==> config.mk <==
export PLATFORM = sky130hd
export DESIGN_NAME = gmii_rx_parser
export DESIGN_NICKNAME = d
export VERILOG_FILES = /design/src/rtl/gmii_pkg.sv /design/src/rtl/gmii_rx_unpack.sv /design/src/rtl/gmii_rx_parser.sv
export SDC_FILE = /design/constraint.sdc
export NUM_CORES = 1
export LEC_CHECK = 0
export BUFFER_PORTS_ARGS = -buffer_cell sky130_fd_sc_hd__clkbuf_2
export CAP_MARGIN = 20
export CORE_MARGIN = 5
export CORE_UTILIZATION = 57
export CTS_CLUSTER_DIAMETER = 50
export DETAILED_ROUTE_END_ITERATION = 12
export GPL_ROUTABILITY_DRIVEN = 0
export GPL_TIMING_DRIVEN = 0
export PLACE_DENSITY = 0.79
export SYNTH_ARGS = -nofsm -noshare
export SYNTH_HDL_FRONTEND = slang
export SYNTH_SLANG_ARGS = --single-unit
==> constraint.sdc <==
create_clock -name rx_clk -period 3.3 [get_ports rx_clk]
set_clock_uncertainty 0.2 [all_clocks]
set_input_delay 0 -clock rx_clk [delete_from_list [all_inputs] [get_ports rx_clk]]
set_output_delay 0 -clock rx_clk [all_outputs]
set_load 0.005 [all_outputs]
==> src/rtl/gmii_pkg.sv <==
// Shared constants and types for the GMII receive path.
package gmii_pkg;

    typedef enum logic [2:0] {
        IDLE,
        PRE,
        HDR,
        APP,
        PAY,
        TAIL,
        DROP
    } state_e;

    localparam int unsigned HDR_LEN = 14;   // dst + src + ethertype
    localparam int unsigned APP_LEN = 5;    // id, type, line hi, line lo, wcnt

    localparam logic [7:0] PREAMBLE = 8'h55;
    localparam logic [7:0] SFD      = 8'hD5;

    // App-header type codes, shared with the transmitter
    localparam logic [7:0] PKT_TYPE_VIDEO = 8'h00;
    localparam logic [7:0] PKT_TYPE_AX    = 8'h01;

    // Byte idx (0 = first on the wire) of a big-endian 48-bit address
    function automatic logic [7:0] mac_byte(input logic [47:0] mac, input logic [2:0] idx);
        logic [47:0] s;
        s = mac << (8 * idx);
        return s[47:40];
    endfunction

endpackage

==> src/rtl/gmii_rx_unpack.sv <==
// Packs a payload byte stream into 6-byte video or 2-byte AX words.
module gmii_rx_unpack
    import gmii_pkg::*;
(
    input  logic        clk,
    input  logic        rst_n,
    input  logic        start,      // new payload: clear counters, latch size/count
    input  logic        is_video,   // word size select, sampled with start
    input  logic [7:0]  wcnt,       // word count, sampled with start
    input  logic        byte_vld,
    input  logic [7:0]  byte_in,
    output logic [47:0] word,
    output logic        word_wr,    // one-cycle strobe, word valid
    output logic        word_video, // size of the word being presented
    output logic        last        // byte_in completes the final word
);

    logic [39:0] sr_q, sr_d;
    logic [2:0]  bcnt_q, bcnt_d;
    logic [7:0]  widx_q, widx_d;
    logic [7:0]  wcnt_q, wcnt_d;
    logic        vid_q, vid_d;
    logic [47:0] word_q, word_d;
    logic        wr_q, wr_d;
    logic        last_byte;

    assign last_byte  = (bcnt_q == (vid_q ? 3'd5 : 3'd1));
    assign last       = byte_vld && last_byte && ((widx_q + 8'd1) == wcnt_q);
    assign word       = word_q;
    assign word_wr    = wr_q;
    assign word_video = vid_q;

    // Shift bytes in; emit the assembled word on its last byte
    always_comb begin
        sr_d   = sr_q;
        bcnt_d = bcnt_q;
        widx_d = widx_q;
        wcnt_d = wcnt_q;
        vid_d  = vid_q;
        word_d = word_q;
        wr_d   = 1'b0;
        if (start) begin
            sr_d   = '0;
            bcnt_d = '0;
            widx_d = '0;
            wcnt_d = wcnt;
            vid_d  = is_video;
        end else if (byte_vld) begin
            if (last_byte) begin
                // AX keeps only the low nibble of its first byte
                word_d = vid_q ? {sr_q, byte_in} : {36'd0, sr_q[3:0], byte_in};
                wr_d   = 1'b1;
                bcnt_d = '0;
                widx_d = widx_q + 8'd1;
            end else begin
                sr_d   = {sr_q[31:0], byte_in};
                bcnt_d = bcnt_q + 3'd1;
            end
        end
    end

    // State registers
    always_ff @(posedge clk) begin
        if (!rst_n) begin
            sr_q   <= '0;
            bcnt_q <= '0;
            widx_q <= '0;
            wcnt_q <= '0;
            vid_q  <= 1'b0;
            word_q <= '0;
            wr_q   <= 1'b0;
        end else begin
            sr_q   <= sr_d;
            bcnt_q <= bcnt_d;
            widx_q <= widx_d;
            wcnt_q <= wcnt_d;
            vid_q  <= vid_d;
            word_q <= word_d;
            wr_q   <= wr_d;
        end
    end

endmodule

==> src/rtl/gmii_rx_parser.sv <==
// GMII receive frame parser: filters on MAC/ethertype/id, unpacks payload to FIFOs.
module gmii_rx_parser
    import gmii_pkg::*;
#(
    parameter logic [47:0] MAC_ADDR   = 48'h0000_5E00_FACE,
    parameter logic [15:0] ETHERTYPE  = 16'h88B5,
    parameter logic [7:0]  TYPE_VIDEO = PKT_TYPE_VIDEO,
    parameter logic [7:0]  TYPE_AX    = PKT_TYPE_AX
) (
    input  logic        rx_clk,
    input  logic        rstbtn_n,
    input  logic        id,
    input  logic        rx_dv,
    input  logic        rx_er,
    input  logic [7:0]  rxd,
    output logic [47:0] v_din,
    output logic        v_wr_en,
    input  logic        v_full,
    output logic [11:0] a_din,
    output logic        a_wr_en,
    input  logic        a_full,
    output logic [10:0] line_num,
    output logic        frame_ok,
    output logic        frame_drop,
    output logic        ovf
);

    logic        rx_dv_q, rx_er_q;
    logic [7:0]  rxd_q;
    state_e      state_q, state_d;
    logic [3:0]  cnt_q, cnt_d;
    logic        mac_ok_q, mac_ok_d, bc_ok_q, bc_ok_d, et_ok_q, et_ok_d, id_ok_q, id_ok_d;
    logic [7:0]  type_q, type_d;
    logic [10:0] line_pend_q, line_pend_d, line_num_q, line_num_d;
    logic        frame_ok_q, frame_ok_d, frame_drop_q, frame_drop_d;
    logic        nopulse_q, nopulse_d;  // DROP was entered from reset
    logic        ovf_q, ovf_d;
    logic        up_start, up_vld, up_last, up_wr, up_video;
    logic [47:0] up_word;

    gmii_rx_unpack u_unpack (
        .clk        (rx_clk),
        .rst_n      (rstbtn_n),
        .start      (up_start),
        .is_video   (type_q == TYPE_VIDEO),
        .wcnt       (rxd_q),
        .byte_vld   (up_vld),
        .byte_in    (rxd_q),
        .word       (up_word),
        .word_wr    (up_wr),
        .word_video (up_video),
        .last       (up_last)
    );

    // FIFO full is judged in the cycle the strobe is presented
    assign v_din      = up_word;
    assign a_din      = up_word[11:0];
    assign v_wr_en    = up_wr && up_video && !v_full;
    assign a_wr_en    = up_wr && !up_video && !a_full;
    assign line_num   = line_num_q;
    assign frame_ok   = frame_ok_q;
    assign frame_drop = frame_drop_q;
    assign ovf        = ovf_q;

    // Input capture; left out of reset so DROP sees the live rx_dv right after reset
    always_ff @(posedge rx_clk) begin
        rx_dv_q <= rx_dv;
        rx_er_q <= rx_er;
        rxd_q   <= rxd;
    end

    // Frame FSM next-state and header field capture
    always_comb begin
        state_d      = state_q;
        cnt_d        = cnt_q;
        mac_ok_d     = mac_ok_q;
        bc_ok_d      = bc_ok_q;
        et_ok_d      = et_ok_q;
        id_ok_d      = id_ok_q;
        type_d       = type_q;
        line_pend_d  = line_pend_q;
        line_num_d   = line_num_q;
        frame_ok_d   = 1'b0;
        frame_drop_d = 1'b0;
        nopulse_d    = nopulse_q;
        ovf_d        = ovf_q || (up_wr && (up_video ? v_full : a_full));
        up_start     = 1'b0;
        up_vld       = 1'b0;
        case (state_q)
            IDLE: if (rx_dv_q) state_d = (rxd_q == PREAMBLE) ? PRE : DROP;
            PRE, HDR, APP, PAY: begin
                if (!rx_dv_q) begin
                    frame_drop_d = 1'b1;
                    state_d      = IDLE;
                end else if (rx_er_q) begin
                    state_d = DROP;
                end else if (state_q == PRE) begin
                    if (rxd_q == SFD) begin
                        state_d  = HDR;
                        cnt_d    = '0;
                        mac_ok_d = 1'b1;
                        bc_ok_d  = 1'b1;
                        et_ok_d  = 1'b1;
                    end else if (rxd_q != PREAMBLE) begin
                        state_d = DROP;
                    end
                end else if (state_q == HDR) begin
                    cnt_d = cnt_q + 4'd1;
                    if (cnt_q < 4'd6) begin
                        mac_ok_d = mac_ok_q && (rxd_q == mac_byte(MAC_ADDR, cnt_q[2:0]));
                        bc_ok_d  = bc_ok_q && (rxd_q == 8'hFF);
                    end
                    if (cnt_q == 4'd12) et_ok_d = (rxd_q == ETHERTYPE[15:8]);
                    if (cnt_q == 4'(HDR_LEN - 1)) begin
                        et_ok_d = et_ok_q && (rxd_q == ETHERTYPE[7:0]);
                        cnt_d   = '0;
                        state_d = ((mac_ok_q || bc_ok_q) && et_ok_d) ? APP : DROP;
                    end
                end else if (state_q == APP) begin
                    cnt_d = cnt_q + 4'd1;
                    case (cnt_q)
                        4'd0: id_ok_d = (rxd_q[0] == id);
                        4'd1: type_d = rxd_q;
                        4'd2: line_pend_d[10:8] = rxd_q[2:0];
                        4'd3: line_pend_d[7:0] = rxd_q;
                        default: begin
                            if (!id_ok_q || (type_q != TYPE_VIDEO && type_q != TYPE_AX))
                                state_d = DROP;
                            else if (rxd_q == 8'd0)
                                state_d = TAIL;
                            else begin
                                state_d  = PAY;
                                up_start = 1'b1;
                            end
                        end
                    endcase
                end else begin
                    up_vld = 1'b1;
                    if (up_last) state_d = TAIL;
                end
            end
            TAIL: begin
                if (!rx_dv_q) begin
                    frame_ok_d = 1'b1;
                    line_num_d = line_pend_q;
                    state_d    = IDLE;
                end else if (rx_er_q) begin
                    state_d = DROP;
                end
            end
            DROP: begin
                if (!rx_dv_q) begin
                    frame_drop_d = !nopulse_q;
                    nopulse_d    = 1'b0;
                    state_d      = IDLE;
                end
            end
            default: state_d = DROP;
        endcase
    end

    // FSM and status registers
    always_ff @(posedge rx_clk) begin
        if (!rstbtn_n) begin
            state_q      <= DROP;
            cnt_q        <= '0;
            mac_ok_q     <= 1'b0;
            bc_ok_q      <= 1'b0;
            et_ok_q      <= 1'b0;
            id_ok_q      <= 1'b0;
            type_q       <= '0;
            line_pend_q  <= '0;
            line_num_q   <= '0;
            frame_ok_q   <= 1'b0;
            frame_drop_q <= 1'b0;
            nopulse_q    <= 1'b1;
            ovf_q        <= 1'b0;
        end else begin
            state_q      <= state_d;
            cnt_q        <= cnt_d;
            mac_ok_q     <= mac_ok_d;
            bc_ok_q      <= bc_ok_d;
            et_ok_q      <= et_ok_d;
            id_ok_q      <= id_ok_d;
            type_q       <= type_d;
            line_pend_q  <= line_pend_d;
            line_num_q   <= line_num_d;
            frame_ok_q   <= frame_ok_d;
            frame_drop_q <= frame_drop_d;
            nopulse_q    <= nopulse_d;
            ovf_q        <= ovf_d;
        end
    end

endmodule

==> results of run 1 <==
## layer usage
layer / wire (um) / GRT usage / part of all wire / vias up
li1: - / - / - / 2787
met1: 7238 / 0.3054 / 0.43 / 2717
met2: 8143 / 0.3942 / 0.48 / 224
met3: 1224 / 0.05498 / 0.072 / 34
met4: 286 / 0.09051 / 0.017 / 0
met5: 0 / 0 / 0 / -
## cell usage after synthesis, types with 2 or more instances
library cell / instances
dfxtp_1: 164
nand2_1: 135
a21oi_1: 59
a22o_1: 36
nor2_1: 35
mux2i_1: 31
nor2b_1: 26
clkbuf_1: 24
nand3_1: 20
buf_2: 16
buf_4: 15
o21ai_0: 13
and3_1: 11
xnor2_1: 11
a21oi_2: 10
nor3_1: 10
xor2_1: 10
buf_6: 9
a21boi_0: 7
and2_1: 7
nand4_1: 7
inv_1: 6
nor3b_1: 6
ha_1: 5
a31oi_1: 4
nand2b_1: 3
o211ai_1: 3
buf_1: 2
nand3b_1: 2
nand4b_1: 2
nor3_2: 2
o21a_1: 2
o31ai_1: 2
or3_1: 2
## cells by family (layout without fill, tap and decap cells)
family,after synthesis,in the layout
fa+ha+maj,5,5
mux,32,32
flops,164,164
xor+xnor,21,21
simple gates,286,286
compound gates,154,154
buf+inv,76,216
## timing repair
action / 4_1_cts / 5_1_grt
setup buffers: 0 / 0
endpoints found under the hold margin: 63 / 0
hold buffers: 18 / 0
## worst max-delay path by stage
stage          startpoint            endpoint  cells after the start
2_1_floorplan    cnt_q[0]  u_unpack.widx_q[7]                     10
3_3_place_gp     cnt_q[0]  u_unpack.widx_q[7]                     10
3_5_place_dp     cnt_q[0]   u_unpack.sr_q[33]                     11
4_1_cts          cnt_q[0]  u_unpack.widx_q[7]                     10
5_1_grt          cnt_q[0]  u_unpack.widx_q[7]                     10
6_report         cnt_q[0]  u_unpack.widx_q[7]                     10
## power by group
part	total (uW)	internal (uW)	switching, uW
registers	2060	2030	39.7
clock network	1840	1010	830
logic	643	257	386
## registers in the layout (all words and copies together) (netlist names), 3 cells and up
signal	count
cnt_q	4
line_num	11
line_pend_q	11
rxd_q	8
state_q	3
type_q	8
u_unpack.bcnt_q	3
u_unpack.sr_q	40
u_unpack.wcnt_q	8
u_unpack.widx_q	8
u_unpack.word	48
## critical path: stages (launching register included)
cell	delay (ns)
dfxtp_1	0.39
inv_1	0.11
ha_1	0.20
buf_2	0.18
nor4_1	0.28
nor3_1	0.13
nor4_2	0.31
nand4_2	0.23
buf_6	0.22
and3_1	0.17
o21a_1	0.17
## final cells by class
type / instances / area, um^2 / area share
Buffer: 70 / 430.4 / 0.05270
Tap cell: 143 / 178.9 / 0.02191
Multi-Input combinational cell: 498 / 3065 / 0.3754
Inverter: 6 / 22.52 / 0.002758
Sequential cell: 164 / 3283 / 0.4020
Timing Repair Buffer: 108 / 630.6 / 0.07722
Clock inverter: 12 / 98.84 / 0.01210
Clock buffer: 20 / 456.7 / 0.05592
## stage by stage
step	util	setup WS, ns	total power, uW	cells
floorplan	-	0.9531	2567	738
global placement	0.6425	0.7219	2695	971
detailed placement	0.6425	0.6942	2715	971
CTS	0.7062	0.6436	4550	1021
global route	0.7062	0.4434	4706	1021
finish	0.7062	0.5877	4553	1021
==> impl_results.md, run 1 <==
* Initial antenna violation count at 0
* Crit path launch type: register
* Critical path type: reg2reg
* Mean post-synth cell area at slightly above 9 um^2
* #FFs+latches synth at roughly 160
* Num ports at 91
* Required time worst endpoint at approximately 3.4 ns
* # H-tree levels at 4
* Core Rows at 39
* Post-Route WL at between 15,000 and 20,000 um
* Die area at roughly 0.014 mm^2
* Synth Area in Simple Gates at 0.2112
* Via Count at slightly below 6,000
* HP Class: in2reg
* Area Overhead vs Synth at 20.07%
* Final min period at about 2.7 ns
* Die W at around 120 um
* Final setup fails at 0
* Rel. slew slack at 0.5464
* Post-synthesis cell count at around 740
* Area contributors post-synth: dfxtp_1, nand2_1, a22o_1
* Final instance area at 0.008167 mm^2
* Sequential share of the synthesized area at 0.4827
* RSZ-0062 raised after global routing: false
* Max-cap violations at 0
* Crit path arrival time at around 2.8 ns
* Diode count at 0
* Layout Nets at between 800 and 900
* Cell area power density at ~560 mW/mm^2
* Distinct cells, synth at 75
* Post_cts resized at 0
* Static Leak at between 0.003 and 0.004 uW
* Worst Hold Margin at approximately 0.015 ns
* Period utilization at 0.8219
* Vias in the first global route at around 5,700
* Share of synthesized cell area in full adder, half adder and majority cells at 0.009198
* Synth Warn # at 0
* Synthesized area at 0.006802 mm^2
* Largest family of logic cells by synthesized area: simple AND/OR/NAND/NOR gates
* Filler instances at around 840
* Crit Path Max Fanout at 10
* Worst-margin pin slew at approximately 0.68 ns
* DRT antenna net count at 0
* GRT overflow at 0
* GRT Overall Usage at 0.2390
* Mapped Nets at ~760
* WL per Instance at ~17 um
* CTS tree: built
* Pin count of the biggest net entering global routing at 17
* Setup Total Neg Slack at 0 ns
* Commonest non-fill, non-tap cells in the layout: dfxtp_1, nand2_1, clkbuf_2
* Iter 0 DRT Violations at 436
* Peak VDD IR at approximately 0.4 mV
* Number of enable flip-flop cells after synthesis at 0
* R2R cell count at 10
* DIE HEIGHT at 119.2 um
* Reg2reg setup slack at just under 0.6 ns
* Clock root buffer: clkbuf_16
* Vias/cell at ~5.6
* Core area at around 0.012 mm^2
* Worst r2r src: cnt_q[0]
* Skew-Pair Late Insertion Delay at about 0.43 ns
* Commonest non-fill, non-tap cell in the layout: dfxtp_1
* Layout cells sized above 1 at 0.2210
* Final hold vios at 0
* Post-synthesis compound-gate area fraction at 0.1560
* Number of buffers created by CTS at 17
* First-pass GRT wire length at 27,480 um
* Detailed Routing Iterations Pass 1 at 6
* Final Max Slew Viols at 0
* Clock sinks at roughly 160
* Multiplexer share of the synthesized area at 0.04728
* Clock slew at reported path FFs at ~0.070 ns
* Starting Density at 0.5881
* Worst reg2reg endpoint: u_unpack.widx_q[7]
* Worst-case clock buffer depth at 2
* Fmax at 0.3687 GHz
* Post-synthesis xor/xnor area fraction at 0.02704
* Placed wire-length estimate at between 10,000 and 15,000 um
* Hold Crit Start: rxd[6]
* Hold worst-path end: rxd_q[6]
* Synth area leader: dfxtp_1
* Status: finished, final reports clean
* Port bufs at 90
* Ys async rst share at 0
* Post-synth top area share at 0.4827
* DRC Markers at 0
* Endpoint class of the critical path: register
* Post-synth top flop: dfxtp_1
* Area post-placement at about 0.0074 mm^2
* WHS Path Cells at 2
Power figures use the tool's default switching activity.
==> inputs of run 2 (changes only) <==
--- a/config.mk
+++ b/config.mk
@@ -8,12 +8,12 @@
 export BUFFER_PORTS_ARGS = -buffer_cell sky130_fd_sc_hd__clkbuf_2
 export CAP_MARGIN = 20
 export CORE_MARGIN = 5
-export CORE_UTILIZATION = 57
+export CORE_UTILIZATION = 52
 export CTS_CLUSTER_DIAMETER = 50
 export DETAILED_ROUTE_END_ITERATION = 12
 export GPL_ROUTABILITY_DRIVEN = 0
 export GPL_TIMING_DRIVEN = 0
-export PLACE_DENSITY = 0.79
+export PLACE_DENSITY = 0.76
 export SYNTH_ARGS = -nofsm -noshare
 export SYNTH_HDL_FRONTEND = slang
 export SYNTH_SLANG_ARGS = --single-unit
==> constraint.sdc (replaced) <==
create_clock -name rx_clk -period 2.3 [get_ports rx_clk]
set_clock_uncertainty 0.2 [all_clocks]
set_input_delay 0 -clock rx_clk [delete_from_list [all_inputs] [get_ports rx_clk]]
set_output_delay 0 -clock rx_clk [all_outputs]
set_load 0.005 [all_outputs]
==> run 2 against run 1 <==
  * The run now ends with setup timing left
  * Critical path depth up 1
  * Non-clock buffer count up 8
  * Sequential power up 44%
  * Die area up 8.8%
  * Register-to-register slack worse by 0.63 ns
  * Fmax up 16%
  * Power up 53%
  * Design area up 5.3%
  * Largest cell class unchanged
  * Clock power up 60%
  * Clock-buffer cell count down 2
==> impl_results.md, run 2 (synthesis results as in run 1) <==
* # H-tree levels at 4 (unchanged)
* Critical path type: reg2reg
* CTS tree: built
* Detailed Routing Iterations Pass 1 at 6 (unchanged)
* Final setup fails at 18 (+18)
* Worst-case clock buffer depth at 2 (unchanged)
* Slowest stage delay, CP at 0.40 ns (about the same)
* RSZ-0062 raised after global routing: true
* HP Class: in2reg
* R2R cell count at 11 (+1)
* Static Leak at 0.003376 uW (+3.9%)
* Gr busiest metal: met2
* Status: finished, violations left
* Setup Total Neg Slack at -0.3364 ns (-0.3364 ns)
* CP Cell Sequence: inv_4 > ha_4 > nor4_4 > nor3_2 > nor4_2 > nand4_2 > buf_6 > nand2_8 > buf_8 > clkbuf_16 > a21oi_2
* Die area at 0.01547 mm^2 (+8.8%)
* Port bufs at 90 (unchanged)
* Critical-path top delay cell: dfxtp_4
* Initial antenna violation count at 0 (unchanged)
* DRC Markers at 0 (unchanged)
* Commonest non-fill, non-tap cells in the layout: dfxtp_1, nand2_1, clkbuf_2
* Clock slew at reported path FFs at 0.07 ns (about the same)
* Met1 Use GR at 0.2722 (-0.03325)
* Fmax at 0.4274 GHz (+16%)
* Area post-placement at 0.007467 mm^2 (+0.49%)
* WL per Instance at 17.32 um (+4.7%)
* Pin count of the biggest net entering global routing at 17 (unchanged)
* DIE HEIGHT at 124.4 um (+4.3%)
* First-pass GRT wire length at 28,890 um (+5.1%)
* Number of buffers created by CTS at 17 (unchanged)
* Crit Path Max Fanout at 6 (-4)
* Post-Route Utilization at 0.6758 (-0.03031)
* Number of flip-flops in the largest register at 48 (unchanged)
* DRT antenna net count at 0 (unchanged)
* Endpoint class of the critical path: register
* Rel. slew slack at 0.5595 (+0.01317)
* GRT overflow at 0 (unchanged)
* Layout cells sized above 1 at 0.2768 (+0.05588)
* Final hold vios at 0 (unchanged)
* Core Rows at 41 (+5.1%)
* Cell area power density at 810.1 mW/mm^2 (+45%)
* Worst Hold Margin at 0.0001526 ns (-0.01515 ns)
* Core area at 0.01272 mm^2 (+10%)
* Required time worst endpoint at 2.42 ns (-1.01 ns)
* Crit path launch type: register
* WHS Path Cells at 2 (unchanged)
* GRT Overall Usage at 0.2258 (-0.01318)
* Final Max Slew Viols at 0 (unchanged)
* Final instance count without filler cells at 1,057 (+3.5%)
* Via Count at 5,993 (+4.0%)
* Peak VDD IR at 0.5756 mV (+46%)
* Vias in the first global route at 5,930 (+4.7%)
* Met2 global-route usage at 0.3810 (-0.01316)
* Layout Nets at 893 (+0.90%)
* Placed wire-length estimate at 11,980 um (+1.4%)
* Diode count at 0 (unchanged)
* Clock root buffer: clkbuf_16
* Vias/cell at 5.670 (+0.47%)
* Iter 0 DRT Violations at 484 (+11%)
* Area Overhead vs Synth at 26.42%
* Failing checks: setup timing
* Max-cap violations at 0 (unchanged)
* Worst-margin pin slew at 0.6607 ns (-0.01975 ns)
* Num ports at 91 (unchanged)
* Post-Route WL at 18,310 um (+8.4%)
* Starting Density at 0.5346 (-0.05350)
* Commonest non-fill, non-tap cell in the layout: dfxtp_1
* Period utilization at 1.017 (+0.1954)
* Clock sinks at 164 (unchanged)
* Global Route met3 Usage at 0.05360 (-0.001374)
* Skew-Pair Late Insertion Delay at 0.44 ns (about the same)
* Final min period at 2.340 ns (-0.3725 ns)
* Die W at 124.4 um (+4.3%)
* Worst Slack Setup Final at -0.03982 ns (-0.6275 ns)
* Final instance area at 0.008598 mm^2 (+5.3%)
* Crit path arrival time at 2.46 ns (-0.38 ns)
* Placed Cells at 1,000 (+3.0%)
## run 2: final cells by class
type                    instances  area, um^2
well taps                     172       215.2
multi-input cells             498        3241
plain buffers                  68       454.2
flip-flops and latches        164        3294
clock inverters                13       176.4
clock buffers                  18       429.2
inverters                       6       27.53
fillers                       979        4124
repair buffers                118       760.7
## run 2: critical path, delay by kind of cell, from the launching register on
family                     cells  cell delay (ns)
AOI/OAI and AO/OA              1             0.03
adders and majority gates      1             0.17
buffers and inverters          4             0.57
DFF                            1             0.40
and+or+nand+nor                5             0.86
## run 2: what timing repair did
item | in CTS | in global routing
pin swaps | 7 | 5
resized for setup | 31 | 40
endpoints found under the hold margin | 44 | 0
hold buffers | 15 | 0
endpoints found under the setup margin | 97 | 104
buffers inserted | 8 | 3
gates cloned | 0 | 2
## run 2: final timing paths
check | startpoint | to | slack, ns
min reg2reg | line_num[6] | line_num[6] | 0.26
max reg2reg | cnt_q[1] | u_unpack.sr_q[38] | -0.04
min | rxd[5] | rxd_q[5] | 0.0002
max | cnt_q[1] | u_unpack.sr_q[38] | -0.04
## run 2: where the power goes
part           switching (uW)  internal, uW  total, uW
Sequential               62.5          2910       2970
Clock                    1220          1720       2940
Combinational             615           436       1050
## run 2: layer usage
metal / part of all wire / vias up
li1: - / 2796
met1: 0.42 / 2880
met2: 0.48 / 259
met3: 0.068 / 58
met4: 0.032 / 0
met5: 0 / -
## run 2: per-stage QoR
| stage | power [uW] | worst slack [ns] |
|---|---|---|
| finish | 6966 | -0.03982 |
| global route | 7187 | -0.1226 |
| CTS | 6882 | -0.04289 |
| detailed placement | 3894 | -0.2459 |
| global placement | 3867 | -0.2020 |
| floorplan | 3683 | 0.04501 |
==> inputs of run 3 (changes only) <==
--- a/config.mk
+++ b/config.mk
@@ -7,12 +7,14 @@
 export LEC_CHECK = 0
 export BUFFER_PORTS_ARGS = -buffer_cell sky130_fd_sc_hd__clkbuf_2
 export CAP_MARGIN = 20
+export CORE_ASPECT_RATIO = 0.8
 export CORE_MARGIN = 5
 export CORE_UTILIZATION = 52
 export CTS_CLUSTER_DIAMETER = 50
 export DETAILED_ROUTE_END_ITERATION = 12
 export GPL_ROUTABILITY_DRIVEN = 0
 export GPL_TIMING_DRIVEN = 0
+export HOLD_SLACK_MARGIN = 0.05
 export PLACE_DENSITY = 0.76
 export SYNTH_ARGS = -nofsm -noshare
 export SYNTH_HDL_FRONTEND = slang
==> run 3 against run 2 <==
  * Critical endpoint is now cnt_q[3]
  * Critical path type unchanged
  * The run still ends with setup timing left
  * Sequential cell count stayed put
  * Final cell count is 1.0% higher
  * Critical path depth is 4 lower
  * Power is 6.0% lower
  * Combinational power hardly changed
  * Clock power is 14% lower
==> impl_results.md, run 3 (synthesis results as in run 1) <==
* GRT overflow at 0 (unchanged)
* Clock sinks at 164 (unchanged)
* Vias/cell at 5.419 (-4.4%)
* Area Overhead vs Synth at 25.24%
* # H-tree levels at 4 (unchanged)
* Die area at 0.01548 mm^2 (about the same)
* Diode count at 0 (unchanged)
* Port bufs at 90 (unchanged)
* Worst r2r src: rxd_q[2]
* Max-cap violations at 0 (unchanged)
* Endpoint class of the critical path: register
* Num ports at 91 (unchanged)
* DRC Markers at 0 (unchanged)
* Layout cells sized above 1 at 0.2609 (-0.01592)
* HP Class: reg2reg
* Logic pwr share at 0.160 (+0.009)
* Clock share of power at 0.387 (-0.036)
* First-pass GRT wire length at 28,410 um (-1.6%)
* Net Switching at 1756 uW (-7.4%)
* Initial antenna violation count at 0 (unchanged)
* Static Leak at 0.003351 uW (-0.73%)
* Layout Nets at 901 (+0.90%)
* Core Rows at 37 (-9.8%)
* Core area at 0.01282 mm^2 (+0.80%)
* Hold worst-path end: line_pend_q[8]
* Fmax at 0.4244 GHz (-0.69%)
* Starting Density at 0.5304 (-0.004225)
* Cell area power density at 768.9 mW/mm^2 (-5.1%)
* WL per Instance at 16.21 um (-6.4%)
* DRT antenna net count at 0 (unchanged)
* Period utilization at 1.024 (+0.007033)
* Commonest non-fill, non-tap cells in the layout: dfxtp_1, nand2_1, clkbuf_2
* Worst Hold Margin at 0.2551 ns (+0.2550 ns)
* Sw frac at 0.2681 (-0.004073)
* Pin count of the biggest net entering global routing at 17 (unchanged)
* Peak VDD IR at 0.4972 mV (-14%)
* Post-Route WL at 17,320 um (-5.4%)
* Crit Path Max Fanout at 10 (+4)
* Status: finished, violations left
* Clock root buffer: clkbuf_16
* Final min period at 2.356 ns (+0.01618 ns)
* Die W at 137.9 um (+11%)
* Commonest non-fill, non-tap cell in the layout: dfxtp_1
* Vias in the first global route at 5,826 (-1.8%)
* Pint at 4793 uW (-5.5%)
* Worst Slack Setup Final at -0.05599 ns (-0.01618 ns)
* Critical path type: reg2reg
* Skew-Pair Late Insertion Delay at 0.42 ns (-0.02 ns)
* Reg2reg setup slack at -0.06 ns (-0.02 ns)
* Final instance area at 0.008518 mm^2 (-0.93%)
* Final Max Slew Viols at 0 (unchanged)
* Via Count at 5,787 (-3.4%)
* Crit path arrival time at 2.45 ns (about the same)
* Crit path launch type: register
* Iter 0 DRT Violations at 512 (+5.8%)
* WHS Path Cells at 2 (unchanged)
* Placed wire-length estimate at 11,780 um (-1.6%)
* CTS tree: built
* Final hold vios at 0 (unchanged)
* Area post-placement at 0.007471 mm^2 (about the same)
* Sequential Power Share at 0.453 (+0.026)
* Final setup fails at 1 (-17)
* Failing checks: setup timing
* Worst-case clock buffer depth at 2 (unchanged)
* Required time worst endpoint at 2.39 ns (-0.03 ns)
* R2R cell count at 7 (-4)
* Clock slew at reported path FFs at 0.06 ns (about the same)
* Number of buffers created by CTS at 17 (unchanged)
* Hold Crit Start: line_pend_q[8]
* Detailed Routing Iterations Pass 1 at 5 (-1)
* GRT Overall Usage at 0.2294 (+0.003645)
* DIE HEIGHT at 112.3 um (-9.7%)
* Number of flip-flops in the largest register at 48 (unchanged)
* Worst reg2reg endpoint: cnt_q[3]
* Worst-margin pin slew at 0.6247 ns (-0.03599 ns)
* Rel. slew slack at 0.5835 (+0.02399)
* RSZ-0062 raised after global routing: true
-- run 3: critical path, stage by stage, from the launching register on --
cell,delay (ns)
dfxtp_1,0.35
buf_2,0.27
and3_1,0.38
a41oi_1,0.18
nor3_2,0.36
o21ai_0,0.23
a21oi_1,0.20
nor2_1,0.05
-- run 3: stage by stage --
| stage | TNS, ns | utilization | cells | total power, uW | setup WS [ns] |
|---|---|---|---|---|---|
| floorplan | 0 | - | 738 | 3683 | 0.04501 |
| global placement | -11.60 | 0.5826 | 1003 | 3866 | -0.2328 |
| detailed placement | -16.46 | 0.5826 | 1003 | 3893 | -0.2697 |
| CTS | -0.02723 | 0.6555 | 1066 | 6495 | -0.02723 |
| global route | -0.9223 | 0.6643 | 1068 | 6791 | -0.09501 |
| finish | -0.05599 | 0.6643 | 1068 | 6549 | -0.05599 |
-- run 3: power by group through the flow --
stage | logic, uW | clock network (uW) | registers (uW)
3_3_place_gp | 847 | 0 | 3020
6_report | 1050 | 2530 | 2970
3_5_place_dp | 871 | 0 | 3020
5_1_grt | 1130 | 2690 | 2970
2_1_floorplan | 674 | 0 | 3010
4_1_cts | 980 | 2550 | 2960
-- run 3: how the worst max path moves through the flow --
stage | start | end | slack, ns | cells past startpoint
2_1_floorplan | cnt_q[0] | u_unpack.widx_q[7] | 0.05 | 10
3_3_place_gp | cnt_q[0] | u_unpack.widx_q[7] | -0.23 | 10
3_5_place_dp | cnt_q[0] | u_unpack.widx_q[7] | -0.27 | 10
4_1_cts | cnt_q[0] | u_unpack.widx_q[7] | -0.03 | 9
5_1_grt | rxd_q[2] | cnt_q[3] | -0.1 | 7
6_report | rxd_q[2] | cnt_q[3] | -0.06 | 7
-- run 3: per-layer routing --
layer | track usage | routed length (um) | up-vias
met5 | 0 | 0 | -
met3 | 0.06183 | 1168 | 29
met2 | 0.3547 | 7829 | 189
li1 | - | - | 2817
met4 | 0.07110 | 240 | 0
met1 | 0.3136 | 8076 | 2752
-- run 3: repair_timing --
action	4_1_cts	5_1_grt
cloned	1	0
buffers inserted	8	4
endpoints found under the hold margin	85	0
hold buffers	25	0
gates resized for setup	26	33
setup endpoints to repair	97	110
pin swaps	7	5
-- run 3: layout make-up --
class / count / area (um^2)
Buffer: 66 / 441.7
Inverter: 6 / 27.53
Multi-Input combinational cell: 498 / 3196
Sequential cell: 164 / 3293
Timing Repair Buffer: 128 / 818.3
Tap cell: 175 / 219.0
Clock inverter: 7 / 51.30
Fill cell: 962 / 4305
Clock buffer: 24 / 471.7
